`config.mk`:
```
export PLATFORM = sky130hd
export DESIGN_NAME = bus_datapath_core
export DESIGN_NICKNAME = d
export VERILOG_FILES = /design/src/rtl/dp_pkg.sv /design/src/rtl/mem_ctrl.sv /design/src/rtl/bus_datapath_core.sv
export SDC_FILE = /design/constraint.sdc
export NUM_CORES = 2
export LEC_CHECK = 0
export ABC_AREA = 1
export BUFFER_PORTS_ARGS = -buffer_cell sky130_fd_sc_hd__buf_4
export CORE_AREA = 2 2 294 296
export CTS_CLUSTER_SIZE = 10
export DETAILED_ROUTE_END_ITERATION = 6
export DIE_AREA = 0 0 296 298
export PLACE_DENSITY = 0.76
export SYNTH_ARGS = -nofsm -noshare
export SYNTH_HDL_FRONTEND = slang
export SYNTH_SLANG_ARGS = --single-unit
```
`constraint.sdc`:
```
create_clock -name clk -period 29.6 [get_ports clk]
set_clock_uncertainty 0.1 [all_clocks]
set_input_delay 8.88 -clock clk [delete_from_list [all_inputs] [get_ports clk]]
set_output_delay 8.88 -clock clk [all_outputs]
set_load 0.05 [all_outputs]
```
`src/rtl/dp_pkg.sv`:
```
// Shared types and constants for the single-bus datapath core.
package dp_pkg;

  typedef enum logic [0:0] {
    MemIdle,
    MemAccess
  } mem_state_e;

  localparam int unsigned DefDataW = 32;
  localparam int unsigned DefNumGpr = 16;
  localparam int unsigned DefAddrW = 9;

  // Fixed bus sources, indexed after the GPRs (lower index wins the bus).
  localparam int unsigned SrcHi = 0;
  localparam int unsigned SrcLo = 1;
  localparam int unsigned SrcZhi = 2;
  localparam int unsigned SrcZlo = 3;
  localparam int unsigned SrcPc = 4;
  localparam int unsigned SrcMdr = 5;
  localparam int unsigned SrcInport = 6;
  localparam int unsigned SrcC = 7;
  localparam int unsigned NumFixedSrc = 8;

endpackage

```
`src/rtl/mem_ctrl.sv`:
```
// Handshaked memory access sequencer: captures MAR/MDR, holds the request until ack
// or timeout, and keeps a sticky error flag.
module mem_ctrl
  import dp_pkg::*;
#(
  parameter int unsigned DATA_W      = DefDataW,
  parameter int unsigned ADDR_W      = DefAddrW,
  parameter int unsigned MEM_TIMEOUT = 0
) (
  input  logic              clk_i,
  input  logic              rst_ni,
  input  logic              read_i,
  input  logic              write_i,
  input  logic [ADDR_W-1:0] mar_i,
  input  logic [DATA_W-1:0] mdr_i,
  input  logic              mem_ack_i,
  output logic              mem_req_o,
  output logic              mem_we_o,
  output logic [ADDR_W-1:0] mem_addr_o,
  output logic [DATA_W-1:0] mem_wdata_o,
  output logic              busy_o,
  output logic              mem_err_o,
  output logic              rd_done_o
);

  localparam int unsigned CntW = (MEM_TIMEOUT > 1) ? $clog2(MEM_TIMEOUT) : 1;
  localparam logic [CntW-1:0] TimeoutLast =
      CntW'((MEM_TIMEOUT > 0) ? (MEM_TIMEOUT - 1) : 0);

  mem_state_e        state_q, state_d;
  logic [ADDR_W-1:0] addr_q, addr_d;
  logic [DATA_W-1:0] wdata_q, wdata_d;
  logic              we_q, we_d;
  logic [CntW-1:0]   cnt_q, cnt_d;
  logic              err_q, err_d;

  always_comb begin
    state_d   = state_q;
    addr_d    = addr_q;
    wdata_d   = wdata_q;
    we_d      = we_q;
    cnt_d     = cnt_q;
    err_d     = err_q;
    rd_done_o = 1'b0;
    case (state_q)
      MemIdle: begin
        if (read_i ^ write_i) begin
          state_d = MemAccess;
          addr_d  = mar_i;
          wdata_d = mdr_i;
          we_d    = write_i;
          cnt_d   = '0;
        end else if (read_i && write_i) begin
          err_d = 1'b1;
        end
      end
      MemAccess: begin
        // New requests cannot be queued behind an open access.
        if (read_i || write_i) err_d = 1'b1;
        if (mem_ack_i) begin
          state_d   = MemIdle;
          rd_done_o = ~we_q;
        end else if ((MEM_TIMEOUT != 0) && (cnt_q == TimeoutLast)) begin
          state_d = MemIdle;
          err_d   = 1'b1;
        end else begin
          cnt_d = cnt_q + CntW'(1);
        end
      end
      default: state_d = MemIdle;
    endcase
  end

  always_ff @(posedge clk_i or negedge rst_ni) begin
    if (!rst_ni) begin
      state_q <= MemIdle;
      addr_q  <= '0;
      wdata_q <= '0;
      we_q    <= 1'b0;
      cnt_q   <= '0;
      err_q   <= 1'b0;
    end else begin
      state_q <= state_d;
      addr_q  <= addr_d;
      wdata_q <= wdata_d;
      we_q    <= we_d;
      cnt_q   <= cnt_d;
      err_q   <= err_d;
    end
  end

  // Decoded from the state register so reset drops the request asynchronously.
  assign mem_req_o   = (state_q == MemAccess);
  assign busy_o      = (state_q == MemAccess);
  assign mem_we_o    = we_q && (state_q == MemAccess);
  assign mem_addr_o  = addr_q;
  assign mem_wdata_o = wdata_q;
  assign mem_err_o   = err_q;

endmodule

```
`src/rtl/bus_datapath_core.sv`:
```
// Single-bus datapath: GPR file, special registers, priority bus mux with conflict
// detection, and a handshaked memory port.
module bus_datapath_core
  import dp_pkg::*;
#(
  parameter int unsigned DATA_W      = DefDataW,
  parameter int unsigned NUM_GPR     = DefNumGpr,
  parameter int unsigned ADDR_W      = DefAddrW,
  parameter int unsigned MEM_TIMEOUT = 0
) (
  input  logic                clk,
  input  logic                clr,
  input  logic [NUM_GPR-1:0]  gpr_in,
  input  logic [NUM_GPR-1:0]  gpr_out,
  input  logic                ba_out,
  input  logic                hi_out,
  input  logic                lo_out,
  input  logic                zhi_out,
  input  logic                zlo_out,
  input  logic                pc_out,
  input  logic                mdr_out,
  input  logic                inport_out,
  input  logic                c_out,
  input  logic                pc_in,
  input  logic                inc_pc,
  input  logic                ir_in,
  input  logic                y_in,
  input  logic                z_in,
  input  logic                hi_in,
  input  logic                lo_in,
  input  logic                mar_in,
  input  logic                mdr_in,
  input  logic                outport_in,
  input  logic                read,
  input  logic                write,
  input  logic [DATA_W-1:0]   c_data,
  input  logic [2*DATA_W-1:0] alu_result,
  output logic [DATA_W-1:0]   alu_y,
  output logic [DATA_W-1:0]   bus_out,
  output logic [DATA_W-1:0]   ir_out,
  input  logic [DATA_W-1:0]   inport_data,
  output logic [DATA_W-1:0]   outport_data,
  output logic                mem_req,
  output logic                mem_we,
  output logic [ADDR_W-1:0]   mem_addr,
  output logic [DATA_W-1:0]   mem_wdata,
  input  logic                mem_ack,
  input  logic [DATA_W-1:0]   mem_rdata,
  output logic                busy,
  output logic                bus_conflict,
  output logic                mem_err
);

  localparam int unsigned NumSrc = NUM_GPR + NumFixedSrc;

  logic [DATA_W-1:0] bus;
  logic [DATA_W-1:0] gpr_val [NUM_GPR];
  logic [DATA_W-1:0] src_val [NumSrc];
  logic [NumSrc-1:0] src_sel;

  logic [DATA_W-1:0] pc_q, ir_q, y_q, zhi_q, zlo_q, hi_q, lo_q, mar_q, mdr_q;
  logic [DATA_W-1:0] inport_q, outport_q;
  logic              rd_done;

  for (genvar g = 0; g < NUM_GPR; g++) begin : g_gpr
    logic [DATA_W-1:0] r_q;
    always_ff @(posedge clk or negedge clr) begin
      if (!clr) begin
        r_q <= '0;
      end else if (gpr_in[g]) begin
        r_q <= bus;
      end
    end
    assign gpr_val[g] = r_q;
  end

  assign src_sel = {c_out, inport_out, mdr_out, pc_out, zlo_out, zhi_out, lo_out, hi_out,
                    gpr_out};

  always_comb begin
    for (int i = 0; i < int'(NUM_GPR); i++) src_val[i] = gpr_val[i];
    // Base-address mode: R0 reads as zero without touching its contents.
    if (ba_out) src_val[0] = '0;
    src_val[NUM_GPR + SrcHi]     = hi_q;
    src_val[NUM_GPR + SrcLo]     = lo_q;
    src_val[NUM_GPR + SrcZhi]    = zhi_q;
    src_val[NUM_GPR + SrcZlo]    = zlo_q;
    src_val[NUM_GPR + SrcPc]     = pc_q;
    src_val[NUM_GPR + SrcMdr]    = mdr_q;
    src_val[NUM_GPR + SrcInport] = inport_q;
    src_val[NUM_GPR + SrcC]      = c_data;
  end

  // Scan from the top down so the lowest asserted index is left on the bus.
  always_comb begin
    bus = '0;
    for (int i = int'(NumSrc) - 1; i >= 0; i--) begin
      if (src_sel[i]) bus = src_val[i];
    end
  end

  assign bus_conflict = ($countones(src_sel) > 1);

  always_ff @(posedge clk or negedge clr) begin
    if (!clr) begin
      pc_q      <= '0;
      ir_q      <= '0;
      y_q       <= '0;
      zhi_q     <= '0;
      zlo_q     <= '0;
      hi_q      <= '0;
      lo_q      <= '0;
      mar_q     <= '0;
      mdr_q     <= '0;
      inport_q  <= '0;
      outport_q <= '0;
    end else begin
      inport_q <= inport_data;
      if (pc_in) begin
        pc_q <= bus;
      end else if (inc_pc) begin
        pc_q <= pc_q + DATA_W'(1);
      end
      if (ir_in)      ir_q      <= bus;
      if (y_in)       y_q       <= bus;
      if (hi_in)      hi_q      <= bus;
      if (lo_in)      lo_q      <= bus;
      if (mar_in)     mar_q     <= bus;
      if (outport_in) outport_q <= bus;
      if (z_in) begin
        zhi_q <= alu_result[2*DATA_W-1:DATA_W];
        zlo_q <= alu_result[DATA_W-1:0];
      end
      // Returning read data beats a bus load in the same cycle.
      if (rd_done) begin
        mdr_q <= mem_rdata;
      end else if (mdr_in) begin
        mdr_q <= bus;
      end
    end
  end

  mem_ctrl #(
    .DATA_W      (DATA_W),
    .ADDR_W      (ADDR_W),
    .MEM_TIMEOUT (MEM_TIMEOUT)
  ) u_mem_ctrl (
    .clk_i       (clk),
    .rst_ni      (clr),
    .read_i      (read),
    .write_i     (write),
    .mar_i       (mar_q[ADDR_W-1:0]),
    .mdr_i       (mdr_q),
    .mem_ack_i   (mem_ack),
    .mem_req_o   (mem_req),
    .mem_we_o    (mem_we),
    .mem_addr_o  (mem_addr),
    .mem_wdata_o (mem_wdata),
    .busy_o      (busy),
    .mem_err_o   (mem_err),
    .rd_done_o   (rd_done)
  );

  assign bus_out      = bus;
  assign alu_y        = y_q;
  assign ir_out       = ir_q;
  assign outport_data = outport_q;

endmodule

```
==> PnR_summary.wiki <==
{| class="wikitable"
! Metric !! Value
|-
| Clk Latency, worst-skew pair || 0.67 ns
|-
| Primary FF master, synth || sky130_fd_sc_hd__dfrtp_1
|-
| Placed inst area || 46,000 µm²
|-
| Register bank with the most flops || g_gpr.r_q
|-
| Antenna violations before repair || 7
|-
| Number of global-route vias before repair || 36.8k
|-
| Synthesized netlist net count || 5,983
|-
| Total Wirelength || 148,000 µm
|-
| Share of the clock period used by the worst path after layout || 0.764
|-
| Buffer count from post-CTS setup fixing || 0
|-
| Proportion of synthesized chip area in sequential cells || 0.513
|-
| Effective utilization at floorplan || 0.509
|-
| Fill count || 7,746
|-
| Top fanout value on the critical path || 52
|-
| Fraction of final layout cells sized beyond drive strength 1 || 0.136
|-
| DR DRC count || 0
|-
| Cell variety after synth || 36
|-
| WP data arrival || 13.63 ns
|-
| Final setup fails || 0
|-
| # port buffers || 389
|-
| Final count of hold timing violations || 0
|-
| Run status || finished clean
|-
| Required time worst endpoint || 20.62 ns
|-
| Sinks on Clock Net || 885
|-
| Floorplan die width || 296 µm
|-
| Startpoint-to-endpoint class of the critical path || in -> out
|-
| Area of all placed cells without fillers || 48,700 µm²
|-
| Clk pin slew, worst setup/hold paths || 0.05 ns
|-
| Async set-or-reset flop fraction in the synthesized netlist || 1.00
|-
| Maximum achievable frequency || 0.0442 GHz
|-
| Drt first-iter violations || 4,931
|-
| Y dimension of the die || 298 µm
|-
| Total via count after detailed routing || 39.1k
|-
| Number of maximum-capacitance violations || 0
|-
| Synth Instances || 5,741
|-
| Peak supply drop || 0.0000562 V
|-
| Mapped Avg Cell Area || 7.52 µm²
|-
| Final hold slack || 0.371 ns
|-
| Routed Antenna Nets || 0
|-
| Placeable Area || 84,900 µm²
|-
| Post-detailed-route via-to-cell ratio || 5.54
|-
| Total die area || 88,200 µm²
|-
| Dpl hpwl || 94,100 µm
|-
| Power density of the placed cells || 69.9 nW/µm²
|-
| All-Layer GR Usage || 0.333
|-
| HP Class || reg -> reg
|-
| Master cell of the clock root buffer || sky130_fd_sc_hd__clkbuf_16
|-
| Number of enable-type register cells in the synthesized netlist || 0
|-
| Post-layout nets || 6,134
|-
| RSZ-0062 raised after global routing || false
|-
| Max_slew headroom || 0.159
|-
| Max reg flops || 512
|-
| Critical path startpoint category || input pin
|-
| Critical path endpoint category || output port
|-
| Number of detailed-routing iterations run before antenna repair || 6
|-
| Overflow left after global routing || 0
|-
| Aggregate negative setup slack || 0 ns
|-
| Number of pins exceeding their max-slew limit in the final report || 0
|-
| Maximum number of pins on one net before global-route repair || 116
|-
| Leakage power summed over all cells || 26.4 nW
|-
| Minimum period implied by the final worst setup slack || 22.61 ns
|-
| Post_cts resized || 0
|-
| Global-route wire length before repair || 223,000 µm
|-
| Worst slew pin tran || 1.26 ns
|-
| # IOs || 390
|-
| Clock Tree Buf Depth || 3
|-
| Avg WL per Cell || 20.9 µm
|-
| Warnings, synthesis || 0
|-
| Area overhead of the layout relative to synthesis || 12.8%
|-
| H-tree level count || 3
|-
| Post-synth design cell area || 43,200 µm²
|-
| Clock tree from TritonCTS || yes
|-
| Total of hold buffers inserted after clock tree synthesis || 0
|-
| Flip-flop and latch count after synthesis || 885
|-
| Row cnt || 107
|-
| Final weighted congestion in routability-driven placement || 0.953
|-
| CTS buffer count || 100
|}
[area by class of cell]
type | count | area, µm² | area share
clock inverter | 8 | 98.8 | 0.00203
multi-input combinational | 4223 | 18200 | 0.373
tap | 1144 | 1430 | 0.0294
antenna | 3 | 7.51 | 0.000154
clock buffer | 115 | 2590 | 0.0532
sequential | 885 | 22100 | 0.455
inverter | 232 | 871 | 0.0179
timing repair buffer | 450 | 3390 | 0.0695
[per-stage QoR]
step	std cells	setup slack [ns]	utilization	power, W
CTS	7057	7.01	0.574	0.00340
finish	7060	6.99	0.574	0.00340
global placement	6934	7.02	0.542	0.00229
global route	7058	6.80	0.574	0.00354
detailed placement	6934	7.04	0.542	0.00230
floorplan	5741	7.45	-	0.00200
[logic make-up (layout without fill, tap and decap cells)]
| group | after synthesis | count (layout) | share of synthesized area |
|---|---|---|---|
| AO/OA/AOI/OAI | 344 | 344 | 0.0408 |
| XOR/XNOR | 24 | 24 | 0.00487 |
| adder cells (fa/ha/maj) | 26 | 26 | 0.0105 |
| buffers and inverters | 633 | 805 | 0.0677 |
| flip-flops | 885 | 885 | 0.513 |
| multiplexers | 39 | 39 | 0.0102 |
| other | 0 | 3 | 0 |
| AND/OR/NAND/NOR | 3790 | 3790 | 0.353 |
[worst paths after layout]
path | from | to | slack, ns | cells past startpoint
max in group asynchronous | clr | g_gpr[8].r_q[27] | 17.98 | 4
hold / removal | g_gpr[9].r_q[27] | g_gpr[9].r_q[27] | 0.37 | 2
setup reg to reg | mdr_q[14] | pc_q[14] | 25.46 | 27
setup / recovery | gpr_out[9] | bus_conflict | 6.99 | 14
hold reg to reg | g_gpr[9].r_q[27] | g_gpr[9].r_q[27] | 0.37 | 2
min in group asynchronous | clr | inport_q[1] | 8.16 | 1
[worst max-delay path: stages]
cell and delay, ns:
sky130_fd_sc_hd__buf_4 0.17, sky130_fd_sc_hd__inv_1 0.06, sky130_fd_sc_hd__buf_4 0.43, sky130_fd_sc_hd__fa_1 0.56
sky130_fd_sc_hd__fa_1 0.55, sky130_fd_sc_hd__fa_1 0.45, sky130_fd_sc_hd__fa_1 0.49, sky130_fd_sc_hd__fa_1 0.49
sky130_fd_sc_hd__inv_1 0.04, sky130_fd_sc_hd__ha_1 0.19, sky130_fd_sc_hd__fa_1 0.44, sky130_fd_sc_hd__nor4_1 0.18
sky130_fd_sc_hd__o211ai_1 0.36, sky130_fd_sc_hd__buf_4 0.32
[cells in the mapped netlist (2+ instances only)]
cell type | count | share of area
sky130_fd_sc_hd__o211ai_1 | 7 | 0.0012
sky130_fd_sc_hd__xor2_1 | 21 | 0.0043
sky130_fd_sc_hd__clkinv_1 | 2 | 0.00017
sky130_fd_sc_hd__nand2_1 | 2983 | 0.26
sky130_fd_sc_hd__buf_2 | 132 | 0.015
sky130_fd_sc_hd__nor2_1 | 194 | 0.017
sky130_fd_sc_hd__clkbuf_1 | 166 | 0.014
sky130_fd_sc_hd__a22oi_1 | 5 | 0.00087
sky130_fd_sc_hd__nand4_1 | 3 | 0.00043
sky130_fd_sc_hd__xnor2_1 | 3 | 0.00061
sky130_fd_sc_hd__buf_1 | 16 | 0.0014
sky130_fd_sc_hd__nor3_1 | 14 | 0.0016
sky130_fd_sc_hd__inv_1 | 227 | 0.020
sky130_fd_sc_hd__inv_2 | 3 | 0.00026
sky130_fd_sc_hd__nand2_2 | 11 | 0.0016
sky130_fd_sc_hd__o21ai_0 | 148 | 0.017
sky130_fd_sc_hd__mux2_2 | 39 | 0.010
sky130_fd_sc_hd__dfrtp_1 | 885 | 0.51
sky130_fd_sc_hd__o21ai_1 | 7 | 0.00081
sky130_fd_sc_hd__or2_2 | 172 | 0.025
sky130_fd_sc_hd__buf_6 | 12 | 0.0031
sky130_fd_sc_hd__nor4_1 | 7 | 0.0010
sky130_fd_sc_hd__fa_1 | 17 | 0.0079
sky130_fd_sc_hd__nand3_1 | 403 | 0.047
sky130_fd_sc_hd__ha_1 | 9 | 0.0026
sky130_fd_sc_hd__a21oi_1 | 174 | 0.020
sky130_fd_sc_hd__buf_4 | 72 | 0.013
[placed cells by master, fill, tap and decap left out, types with 3 or more instances in the layout]
master and n:
sky130_fd_sc_hd__inv_6 3, sky130_fd_sc_hd__o21ai_1 7, sky130_fd_sc_hd__fa_1 17, sky130_fd_sc_hd__xor2_1 21, sky130_fd_sc_hd__nand2_1 2967, sky130_fd_sc_hd__o211ai_1 7, sky130_fd_sc_hd__clkbuf_1 13, sky130_fd_sc_hd__nor3_1 13
sky130_fd_sc_hd__nand3_1 403, sky130_fd_sc_hd__a21oi_1 174, sky130_fd_sc_hd__nand2_2 27, sky130_fd_sc_hd__a22oi_1 5, sky130_fd_sc_hd__nor4_1 7, sky130_fd_sc_hd__xnor2_1 3, sky130_fd_sc_hd__diode_2 3, sky130_fd_sc_hd__nor2_1 192
sky130_fd_sc_hd__mux2_2 39, sky130_fd_sc_hd__o21ai_0 148, sky130_fd_sc_hd__clkbuf_16 101, sky130_fd_sc_hd__dfrtp_1 885, sky130_fd_sc_hd__or2_2 172, sky130_fd_sc_hd__buf_4 449, sky130_fd_sc_hd__nand4_1 3, sky130_fd_sc_hd__inv_1 227
sky130_fd_sc_hd__inv_2 3, sky130_fd_sc_hd__ha_1 9
[per-layer routing]
metal,global-route usage,share of wire,up-vias,wire (µm)
met1,0.464,0.40,18700,58500
met2,0.504,0.45,2137,66000
met3,0.0633,0.10,421,15200
met5,0,0.00014,-,20
met4,0.152,0.054,4,7960
li1,-,-,17900,-
[where the power goes]
group          internal (W)  total, W  switching [W]
registers           0.00137   0.00147      0.0000956
clock network      0.000616   0.00110       0.000482
logic              0.000239  0.000834       0.000595
total               0.00223   0.00340        0.00117
(Power assumes the default switching activity.)
